<file path="config.mk">
export PLATFORM = sky130hd
export DESIGN_NAME = mem_access_unit
export DESIGN_NICKNAME = d
export VERILOG_FILES = /design/src/rtl/mem_access_unit_pkg.sv /design/src/rtl/load_aligner.sv /design/src/rtl/mem_access_unit.sv
export SDC_FILE = /design/constraint.sdc
export NUM_CORES = 1
export LEC_CHECK = 0
export ABC_AREA = 0
export ABC_CLOCK_PERIOD_IN_PS = 2400
export CORE_MARGIN = 1
export CORE_UTILIZATION = 41
export CTS_CLUSTER_SIZE = 28
export DETAILED_ROUTE_END_ITERATION = 10
export PLACE_DENSITY = 0.77
export SETUP_SLACK_MARGIN = 0.4
export SKIP_LAST_GASP = 1
export SLEW_MARGIN = 30
export SYNTH_ARGS = -nofsm -noshare
export SYNTH_HDL_FRONTEND = slang
export SYNTH_SLANG_ARGS = --single-unit
</file>
<file path="constraint.sdc">
create_clock -name clk -period 2.4 [get_ports clk]
set_input_delay 0.6 -clock clk [delete_from_list [all_inputs] [get_ports clk]]
set_output_delay 0.6 -clock clk [all_outputs]
set_load 0.005 [all_outputs]
</file>
<file path="src/rtl/mem_access_unit_pkg.sv">
// Shared types for the memory access stage.
// Exports the access-width and FSM-state enums.
package mem_access_unit_pkg;

    typedef enum logic [1:0] {
        MEM_NONE = 2'd0,
        MEM_BYTE = 2'd1,
        MEM_HALF = 2'd2,
        MEM_WORD = 2'd3
    } mem_width_t;

    typedef enum logic [1:0] {
        S_IDLE = 2'd0,
        S_REQ  = 2'd1,
        S_RESP = 2'd2
    } lsu_state_t;

endpackage

</file>
<file path="src/rtl/load_aligner.sv">
// Load lane select and sign/zero extension (combinational).
// Ports: rdata word, offset = addr[1:0], width, load_unsigned -> data.
module load_aligner
    import mem_access_unit_pkg::*;
(
    input  logic [31:0] rdata,
    input  logic [1:0]  offset,
    input  mem_width_t  width,
    input  logic        load_unsigned,
    output logic [31:0] data
);

    logic [31:0] shifted;

    assign shifted = rdata >> {offset, 3'b000};

    always_comb begin
        data = rdata;
        unique case (width)
            MEM_BYTE: data = load_unsigned ?
                             {24'b0, shifted[7:0]} :
                             {{24{shifted[7]}}, shifted[7:0]};
            MEM_HALF: data = load_unsigned ?
                             {16'b0, shifted[15:0]} :
                             {{16{shifted[15]}}, shifted[15:0]};
            MEM_WORD: data = rdata;
            MEM_NONE: data = rdata;
            default:  data = rdata;
        endcase
    end

endmodule

</file>
<file path="src/rtl/mem_access_unit.sv">
// Memory stage: drives a req/ack data-memory port, returns extended
// load data or store completion, stalls upstream while busy.
// Ports: in_* ALU-side op, out_* writeback result, dmem_* memory bus.
module mem_access_unit
    import mem_access_unit_pkg::*;
#(
    parameter int ADDR_W = 32,
    parameter int DATA_W = 32
) (
    input  logic              clk,
    input  logic              rst,
    input  logic              in_valid,
    output logic              in_ready,
    input  logic              is_load,
    input  logic              is_store,
    input  logic [ADDR_W-1:0] addr,
    input  logic [DATA_W-1:0] store_data,
    input  logic [1:0]        mem_width,
    input  logic              load_unsigned,
    input  logic              flush,
    output logic              out_valid,
    output logic [DATA_W-1:0] out_data,
    output logic              out_misaligned,
    output logic              stall,
    output logic              dmem_req,
    output logic              dmem_we,
    output logic [ADDR_W-1:0] dmem_addr,
    output logic [3:0]        dmem_be,
    output logic [DATA_W-1:0] dmem_wdata,
    input  logic              dmem_ack,
    input  logic [DATA_W-1:0] dmem_rdata
);

    lsu_state_t        state_q, state_d;
    logic              discard_q, discard_d;
    logic [ADDR_W-1:0] addr_q;
    mem_width_t        width_q;
    logic              uns_q;
    logic              we_q;
    logic [3:0]        be_q;
    logic [DATA_W-1:0] wdata_q;
    logic [DATA_W-1:0] res_q, res_d;
    logic              mis_q, mis_d;
    logic              cap;

    mem_width_t        w_in;
    logic              mem_op;
    logic              misal;
    logic [3:0]        be_in;
    logic [DATA_W-1:0] wdata_in;
    logic [DATA_W-1:0] ld_data;

    assign w_in   = mem_width_t'(mem_width);
    assign mem_op = (w_in != MEM_NONE) && (is_load || is_store);
    assign misal  = ((w_in == MEM_HALF) && addr[0]) ||
                    ((w_in == MEM_WORD) && (addr[1:0] != 2'b00));

    always_comb begin
        be_in    = 4'b0000;
        wdata_in = store_data;
        unique case (w_in)
            MEM_BYTE: begin
                be_in    = 4'b0001 << addr[1:0];
                wdata_in = {4{store_data[7:0]}};
            end
            MEM_HALF: begin
                be_in    = 4'b0011 << addr[1:0];
                wdata_in = {2{store_data[15:0]}};
            end
            MEM_WORD: begin
                be_in    = 4'b1111;
                wdata_in = store_data;
            end
            MEM_NONE: be_in = 4'b0000;
            default:  be_in = 4'b0000;
        endcase
    end

    load_aligner u_align (
        .rdata         (dmem_rdata),
        .offset        (addr_q[1:0]),
        .width         (width_q),
        .load_unsigned (uns_q),
        .data          (ld_data)
    );

    always_comb begin
        state_d   = state_q;
        discard_d = discard_q;
        res_d     = res_q;
        mis_d     = mis_q;
        cap       = 1'b0;
        unique case (state_q)
            S_IDLE: begin
                if (in_valid && !flush) begin
                    res_d = '0;
                    mis_d = 1'b0;
                    if (!mem_op) begin
                        state_d = S_RESP;
                    end else if (misal) begin
                        state_d = S_RESP;
                        mis_d   = 1'b1;
                    end else begin
                        state_d = S_REQ;
                        cap     = 1'b1;
                    end
                end
            end
            S_REQ: begin
                // A flush here cannot cancel the bus cycle; remember it
                // and drop the result once the memory acks.
                discard_d = discard_q | flush;
                if (dmem_ack) begin
                    res_d     = we_q ? '0 : ld_data;
                    mis_d     = 1'b0;
                    discard_d = 1'b0;
                    state_d   = (discard_q || flush) ? S_IDLE : S_RESP;
                end
            end
            S_RESP:  state_d = S_IDLE;
            default: state_d = S_IDLE;
        endcase
    end

    always_ff @(posedge clk) begin
        if (rst) begin
            state_q   <= S_IDLE;
            discard_q <= 1'b0;
            addr_q    <= '0;
            width_q   <= MEM_NONE;
            uns_q     <= 1'b0;
            we_q      <= 1'b0;
            be_q      <= 4'b0000;
            wdata_q   <= '0;
            res_q     <= '0;
            mis_q     <= 1'b0;
        end else begin
            state_q   <= state_d;
            discard_q <= discard_d;
            res_q     <= res_d;
            mis_q     <= mis_d;
            if (cap) begin
                addr_q  <= addr;
                width_q <= w_in;
                uns_q   <= load_unsigned;
                we_q    <= is_store;
                be_q    <= be_in;
                wdata_q <= wdata_in;
            end
        end
    end

    assign in_ready       = (state_q == S_IDLE);
    assign stall          = (state_q != S_IDLE) ||
                            (in_valid && mem_op && !misal);
    assign out_valid      = (state_q == S_RESP) && !flush;
    assign out_misaligned = out_valid && mis_q;
    assign out_data       = out_valid ? res_q : '0;

    assign dmem_req   = (state_q == S_REQ);
    assign dmem_we    = dmem_req && we_q;
    assign dmem_addr  = dmem_req ? {addr_q[ADDR_W-1:2], 2'b00} : '0;
    assign dmem_be    = dmem_req ? be_q : 4'b0000;
    assign dmem_wdata = dmem_req ? wdata_q : '0;

endmodule

</file>
==> reports/results.txt, run 1 <==
outcome: complete, no violations
GPL Wtd Cong: 0.8444
critical path data arrival time: 1.75 ns
Critical Path Most Common Cell: buf_6
number of synthesized flops with an enable pin: 0
max_cap viols: 0
cells after synthesis: 719
Via density: 6.021
Detail Route met2 WL: 12.13 mm
mux contribution to synthesized area: 2.061%
# nets final: 1094
flops & latches, synth: 108
highest metal used: met4
worst skew pair latency: 0.36 ns
Starting Density: 42.37%
Core Area: 14040 µm²
Tot Pwr: 4677 µW
Final Hold Vio Count: 0
WL final: 24.98 mm
dpl cell area: 8442 µm²
Die Span Y: 122.5 µm
Final min period: 2.352 ns
Worst setup EP type: output port
Clock Path Buffers: 2
pre-CTS setup slack: -0.6699 ns
XOR/XNOR Fraction of Synth Area: 0%
CP Class: reg -> out
I/O Pins: 212
area delta synth->final: 75.46%
Leak: 0.004018 µW
Die Area: 15000 µm²
GRT overflow: 0
Yosys warnings: 0
Syn Area/Cell: 8.275 µm²
initial antenna violation count: 2
vias in the first global route: 6112
HPWL Detailed: 12.71 mm
ANT nets after route: 0
type of origin of the critical path: flip-flop
H-tree depth: 3
setup ws final: 0.04825 ns
CTS buffer count: 9
share of cells above drive strength 1: 40.73%
TritonCTS Sinks: 108
Final Setup Violations: 0
routed len/inst: 21.37 µm
clk slew on worst S/H paths: 0.07 ns
largest family of logic cells by synthesized area: compound AO/OA/AOI/OAI gates
Netlist cell types: 43
Compound-Gate Fraction of Synth Area: 32.28%
Synth Cell Area: 5949 µm²
Core Rows: 43
most common cell after layout, fill and taps aside: buf_6
initial drt markers: 555
DRT met1 WL: 9.349 mm
Worst Skew: 0.007364 ns
actual slew at the worst max-slew pin: 0.5661 ns
CP max stage cell: dfxtp_4
GR Util All Layers: 28.48%
most frequent cells in the layout: buf_6 (108), dfxtp_1 (106), clkdlybuf4s50_1 (97)
ys async rst share: 0%
fin crit share: 97.99%
CP Max Fanout: 5
largest net degree at the start of global routing: 58
CP max stage delay: 0.35 ns
RSZ-0062 raised after global routing: yes
Post-synth top flop: dfxtp_1
post-layout util: 74.34%
port bufs: 209
register area share after synthesis: 36.34%
first-pass GRT wire length: 32.79 mm
vias: 7039
TritonCTS clock tree: built
number of iterations in the first detailed-routing pass: 5
# hold bufs at CTS: 0
Post-Synth Simple-Gate Area: 21.51%
WL met3: 2.223 mm
DRC viols: 0
Root Buffer: clkbuf_16
CP cell instances: buf_6 -> nor3b_4 -> buf_4 -> buf_12 -> buf_8 -> buf_6 -> buf_6 -> and2_1 -> buf_2
final slew viol count: 0
pwr dens: 448.1 nW/µm²
Final Cell Area: 10440 µm²
die extent in x: 122.5 µm
peak supply drop: 0.3895 mV
CP required: 1.80 ns
max_slew headroom: 62.12%
hold crit path type: reg -> reg
Post-Synth Adder-Cell Area: 1.262%
Fmax: 0.4252 GHz
==> cells in the mapped netlist, types with 5 or more instances <==
master | n | area, µm²
o21ai_0 | 67 | 335.3
nand2_1 | 45 | 168.9
a22oi_1 | 25 | 187.7
mux2i_1 | 10 | 100.1
o2bb2ai_1 | 16 | 140.1
and2_1 | 100 | 625.6
buf_1 | 8 | 30.03
inv_1 | 6 | 22.52
nor2_1 | 5 | 18.77
dfxtp_1 | 108 | 2162
nand3_1 | 45 | 225.2
o21ai_1 | 12 | 60.06
nor2b_1 | 18 | 112.6
a21oi_1 | 66 | 330.3
a211o_1 | 7 | 61.31
a221oi_1 | 12 | 105.1
o211ai_1 | 17 | 127.6
clkbuf_1 | 49 | 183.9
a31oi_1 | 9 | 56.30
buf_2 | 17 | 85.08
a32oi_1 | 7 | 61.31
ha_1 | 6 | 75.07
a211oi_1 | 10 | 75.07
a221oi_2 | 20 | 300.3
==> through the flow <==
| step | TNS [ns] | hold slack, ns | std cells |
|---|---|---|---|
| 3_5_place_dp | -42.27 | 0.4441 | 1073 |
| 3_3_place_gp | -38.68 | 0.4434 | 1073 |
| 2_1_floorplan | 0 | 0.4242 | 720 |
| 4_1_cts | 0 | 0.4651 | 1137 |
| 6_report | 0 | 0.4650 | 1169 |
| 5_1_grt | -0.05759 | 0.4931 | 1168 |
==> what timing repair did <==
item / 4_1_cts / 5_1_grt
setup buffers: 36 / 19
gates resized for setup: 544 / 169
cloned: 12 / 11
endpoints found under the setup margin: 190 / 201
pin swaps: 53 / 48
==> power by group <==
part	switching, µW	internal, µW	total (µW)
sequential	35.3	1840	1880
clock	705	944	1650
combinational	570	580	1150
total	1310	3370	4680
==> critical path: cells and delay by family (launching register included) <==
family                 cells  cell delay [ns]
and+or+nand+nor            2             0.28
DFF                        1             0.35
buffers and inverters      7             0.77
==> cell families (layout without fill, tap and decap cells) <==
logic type / Yosys count / in the layout
fa+ha+maj: 6 / 6
flops: 108 / 108
buf+inv: 87 / 351
compound gates: 275 / 278
other cells: 1 / 4
mux: 11 / 11
simple gates: 231 / 231
==> state kept, by name (all words and copies together), names as in the netlist <==
signal / count
discard_q: 1
wdata_q: 32
res_q: 32
be_q: 4
width_q: 2
mis_q: 1
state_q: 2
we_q: 1
addr_q: 32
uns_q: 1
==> cell type report <==
type / instances / area [µm²]
Sequential cell: 108 / 2167
Tap cell: 180 / 225.2
Antenna cell: 2 / 5.005
Timing Repair Buffer: 329 / 3720
Clock inverter: 4 / 72.57
Fill cell: 957 / 3603
Multi-Input combinational cell: 528 / 3955
Clock buffer: 12 / 246.5
Inverter: 6 / 47.55
==> path summary, 6_finish.rpt <==
check	from	end	slack, ns	depth (start not counted)
worst min-delay path	res_q[7]	res_q[7]	0.47	1
worst max-delay path	state_q[0]	out_data[7]	0.05	9
worst min register to register	res_q[7]	res_q[7]	0.47	1
worst max register to register	state_q[0]	res_q[18]	0.22	12
==> per-layer routing <==
metal	track usage [%]	vias up
met2	46.17	448
met5	0	-
li1	-	3170
met1	35.13	3334
met4	14.94	0
met3	6.366	87
Note: power is estimated with default switching activity, not from simulation.
==> run 2: changes to the inputs <==
--- a/config.mk
+++ b/config.mk
@@ -7,14 +7,17 @@
 export LEC_CHECK = 0
 export ABC_AREA = 0
 export ABC_CLOCK_PERIOD_IN_PS = 2400
+export CELL_PAD_IN_SITES_DETAIL_PLACEMENT = 1
+export CELL_PAD_IN_SITES_GLOBAL_PLACEMENT = 1
 export CORE_MARGIN = 1
-export CORE_UTILIZATION = 41
+export CORE_UTILIZATION = 29
 export CTS_CLUSTER_SIZE = 28
 export DETAILED_ROUTE_END_ITERATION = 10
-export PLACE_DENSITY = 0.77
+export PLACE_DENSITY_LB_ADDON = 0.1
 export SETUP_SLACK_MARGIN = 0.4
 export SKIP_LAST_GASP = 1
 export SLEW_MARGIN = 30
 export SYNTH_ARGS = -nofsm -noshare
 export SYNTH_HDL_FRONTEND = slang
+export SYNTH_HIERARCHICAL = 1
 export SYNTH_SLANG_ARGS = --single-unit
==> run 2 against run 1 <==
Clock power down 6%. Synthesized area down 2.3%. Final area up 4.9%. Register-to-register slack better by 0.16 ns. Sequential share of layout area down 0.94 points. Critical path depth down 2. Largest cell class unchanged.
==> reports/results.txt, run 2 <==
pre-CTS setup slack: -0.7513 ns (-0.08145 ns)
vias in the first global route: 7026 (+15%)
H-tree depth: 3 (unchanged)
most common cell in the synthesized netlist: nand2_1
Post-synth top flop: dfxtp_1
Commonest cells post-synth: nand2_1 (180), dfxtp_1 (108), and2_1 (100), a21oi_1 (95), clkbuf_1 (42)
Yosys top cell area share: 37.19% (+0.84 points)
outcome: complete, no violations
Root Buffer: clkbuf_16
Reg-to-Reg Start: state_q[0]
Fill cells: 2149 (+120%)
critical path data arrival time: 1.62 ns (-0.13 ns)
GR Util All Layers: 24.88% (-3.6 points)
Reg2Reg Setup Slack: 0.38 ns (+0.16 ns)
reg2reg path depth: 8 (-4)
number of iterations in the first detailed-routing pass: 4 (-1)
worst skew pair latency: 0.36 ns (about the same)
Worst Hold Depth: 2 (+1)
port bufs: 209 (unchanged)
Comb pwr share: 24.8% (+0.2 points)
Yosys warnings: 6 (+6)
flops & latches, synth: 108 (unchanged)
RSZ-0062 raised after global routing: yes
Worst Skew: 0.01590 ns (+0.008536 ns)
initial antenna violation count: 1 (-1)
Die Span Y: 143.6 µm (+17%)
most common cell after layout, fill and taps aside: nand2_1
I/O Pins: 212 (unchanged)
peak supply drop: 0.3434 mV (-12%)
largest registers: addr_q x32, res_q x32, wdata_q x32
actual slew at the worst max-slew pin: 0.5247 ns (-0.04143 ns)
share of cells above drive strength 1: 44.97% (+4.2 points)
Netlist cell types: 46 (+7.0%)
Worst R2R End: addr_q[16]
routed len/inst: 21.75 µm (+1.8%)
register area share after synthesis: 37.19% (+0.84 points)
Final Hold Vio Count: 0 (unchanged)
max_cap viols: 0 (unchanged)
Synth Cell Area: 5814 µm² (-2.3%)
most frequent cells in the layout: nand2_1 (130), buf_6 (127), dfxtp_1 (106)
Starting Density: 29.78% (-13 points)
cells after synthesis: 765 (+6.4%)
pwr dens: 416.4 nW/µm² (-7.1%)
Net Sw Frac: 29.21% (+1.2 points)
CP Class: reg -> out
min-delay src: res_q[24]
# nets final: 1141 (+4.3%)
clock network power share: 33.9% (-1.4 points)
largest net degree at the start of global routing: 48 (-17%)
Via density: 5.151 (-14%)
Fmax: 0.4504 GHz (+5.9%)
Final Setup Violations: 0 (unchanged)
final slew viol count: 0 (unchanged)
# hold bufs at CTS: 0 (unchanged)
Net Sw Power: 1332 µW (+1.7%)
TritonCTS Sinks: 108 (unchanged)
initial drt markers: 251 (-55%)
TritonCTS clock tree: built
Worst setup EP type: output port
Clock Path Buffers: 2 (unchanged)
max_slew headroom: 65.02% (+2.9 points)
DRC viols: 0 (unchanged)
leading area contributor after synthesis: dfxtp_1
largest cells by area after synthesis: dfxtp_1 (37%), nand2_1 (12%), and2_1 (11%)
Core Area: 19530 µm² (+39%)
area delta synth->final: 88.29%
WL final: 28.27 mm (+13%)
GPL Wtd Cong: 0.8592 (+1.8%)
fin crit share: 92.51% (-5.5 points)
type of origin of the critical path: flip-flop
HPWL Detailed: 15.53 mm (+22%)
Hold Path End: res_q[24]
ANT nets after route: 0 (unchanged)
Int Power: 3228 µW (-4.2%)
first-pass GRT wire length: 38.69 mm (+18%)
dpl cell area: 8325 µm² (-1.4%)
die extent in x: 143.6 µm (+17%)
CP Max Fanout: 8 (+3)
Die Area: 20620 µm² (+37%)
Core Rows: 51 (+19%)
clk slew on worst S/H paths: 0.07 ns (about the same)
number of synthesized flops with an enable pin: 0 (unchanged)
Leak: 0.004476 µW (+11%)
setup ws final: 0.1797 ns (+0.1315 ns)
sequential power share: 41.3% (+1.1 points)
ys async rst share: 0% (unchanged)
CP required: 1.80 ns (about the same)
Syn Area/Cell: 7.600 µm² (-8.1%)
GRT overflow: 0 (unchanged)
CTS buffer count: 9 (unchanged)
Final Cell Area: 10950 µm² (+4.9%)
vias: 6696 (-4.9%)
hold crit path type: reg -> reg
Final min period: 2.220 ns (-0.1315 ns)
## run 2: how the worst max path moves through the flow
stage / depth (start not counted) / startpoint / slack, ns / to
floorplan: 5 / mem_width[0] / 0.40 / stall
global placement: 7 / mem_width[1] / -0.69 / stall
detailed placement: 7 / mem_width[1] / -0.75 / stall
CTS: 7 / state_q[1] / 0.14 / dmem_addr[12]
global route: 7 / state_q[0] / 0.13 / out_data[11]
finish: 7 / state_q[0] / 0.18 / out_data[31]
## run 2: power groups by stage
| stage | Combinational [µW] | Sequential [µW] | Clock, µW |
|---|---|---|---|
| final | 1130 | 1880 | 1550 |
| after global routing | 1190 | 1890 | 1640 |
| after CTS | 959 | 1870 | 1570 |
| after detailed placement | 770 | 1910 | 0 |
| after global placement | 756 | 1910 | 0 |
| after floorplan | 385 | 1900 | 0 |
## run 2: what timing repair did
| item | in CTS | in global routing |
|---|---|---|
| gates resized for setup | 606 | 264 |
| setup endpoints to repair | 209 | 210 |
| setup buffers | 31 | 15 |
| cloned | 19 | 7 |
| pin swaps | 71 | 107 |
## run 2: metrics by stage
step	TNS, ns	utilization, %	hold WS (ns)	power [µW]	instances
after floorplan	0	-	0.4273	2287	766
after global placement	-23.56	42.64	0.4369	2664	1211
after detailed placement	-31.87	42.64	0.4419	2682	1211
after CTS	0	50.08	0.4575	4396	1277
after global routing	0	56.07	0.4786	4722	1300
final	0	56.07	0.4561	4559	1300
## run 2: layer usage
metal / global-route usage (%) / vias up / wire [µm]
met5: 0 / - / 0
met2: 45.22 / 210 / 14720
met4: 10.13 / 0 / 927
li1: - / 3139 / -
met1: 27.78 / 3299 / 11020
met3: 5.731 / 48 / 1608
## run 2: cells by family (layout without fill, tap and decap cells)
group	Yosys count	after routing	synth area share [%]
AOI/OAI and AO/OA	188	188	21.11
other	1	3	0.06450
DFF	108	108	37.19
and+or+nand+nor	371	374	31.14
muxes	10	10	1.937
adders and majority gates	6	6	1.291
buffers and inverters	81	346	7.273
## run 2: layout make-up
class / instances / area, µm² / area share (%)
diodes: 1 / 2.502 / 0.02286
clock buffers: 11 / 232.7 / 2.126
clock inverters: 5 / 60.06 / 0.5486
inverters: 8 / 35.03 / 0.3200
multi-input cells: 580 / 4190 / 38.27
flip-flops and latches: 108 / 2170 / 19.82
well taps: 265 / 331.6 / 3.029
repair buffers: 322 / 3926 / 35.86
## run 2: worst max-delay path, cell delays in order (launching register included)
cell and delay [ns]:
dfxtp_4 0.37, nor3b_4 0.21, buf_12 0.14, buf_8 0.10, buf_6 0.10, buf_16 0.13, and2_4 0.14, buf_6 0.09
==> run 3: changes to the inputs <==
--- a/config.mk
+++ b/config.mk
@@ -6,7 +6,6 @@
 export NUM_CORES = 1
 export LEC_CHECK = 0
 export ABC_AREA = 0
-export ABC_CLOCK_PERIOD_IN_PS = 2400
 export CELL_PAD_IN_SITES_DETAIL_PLACEMENT = 1
 export CELL_PAD_IN_SITES_GLOBAL_PLACEMENT = 1
 export CORE_MARGIN = 1
==> results of run 3 <==
Final layout, timing and power as in run 2 (identical DEF).
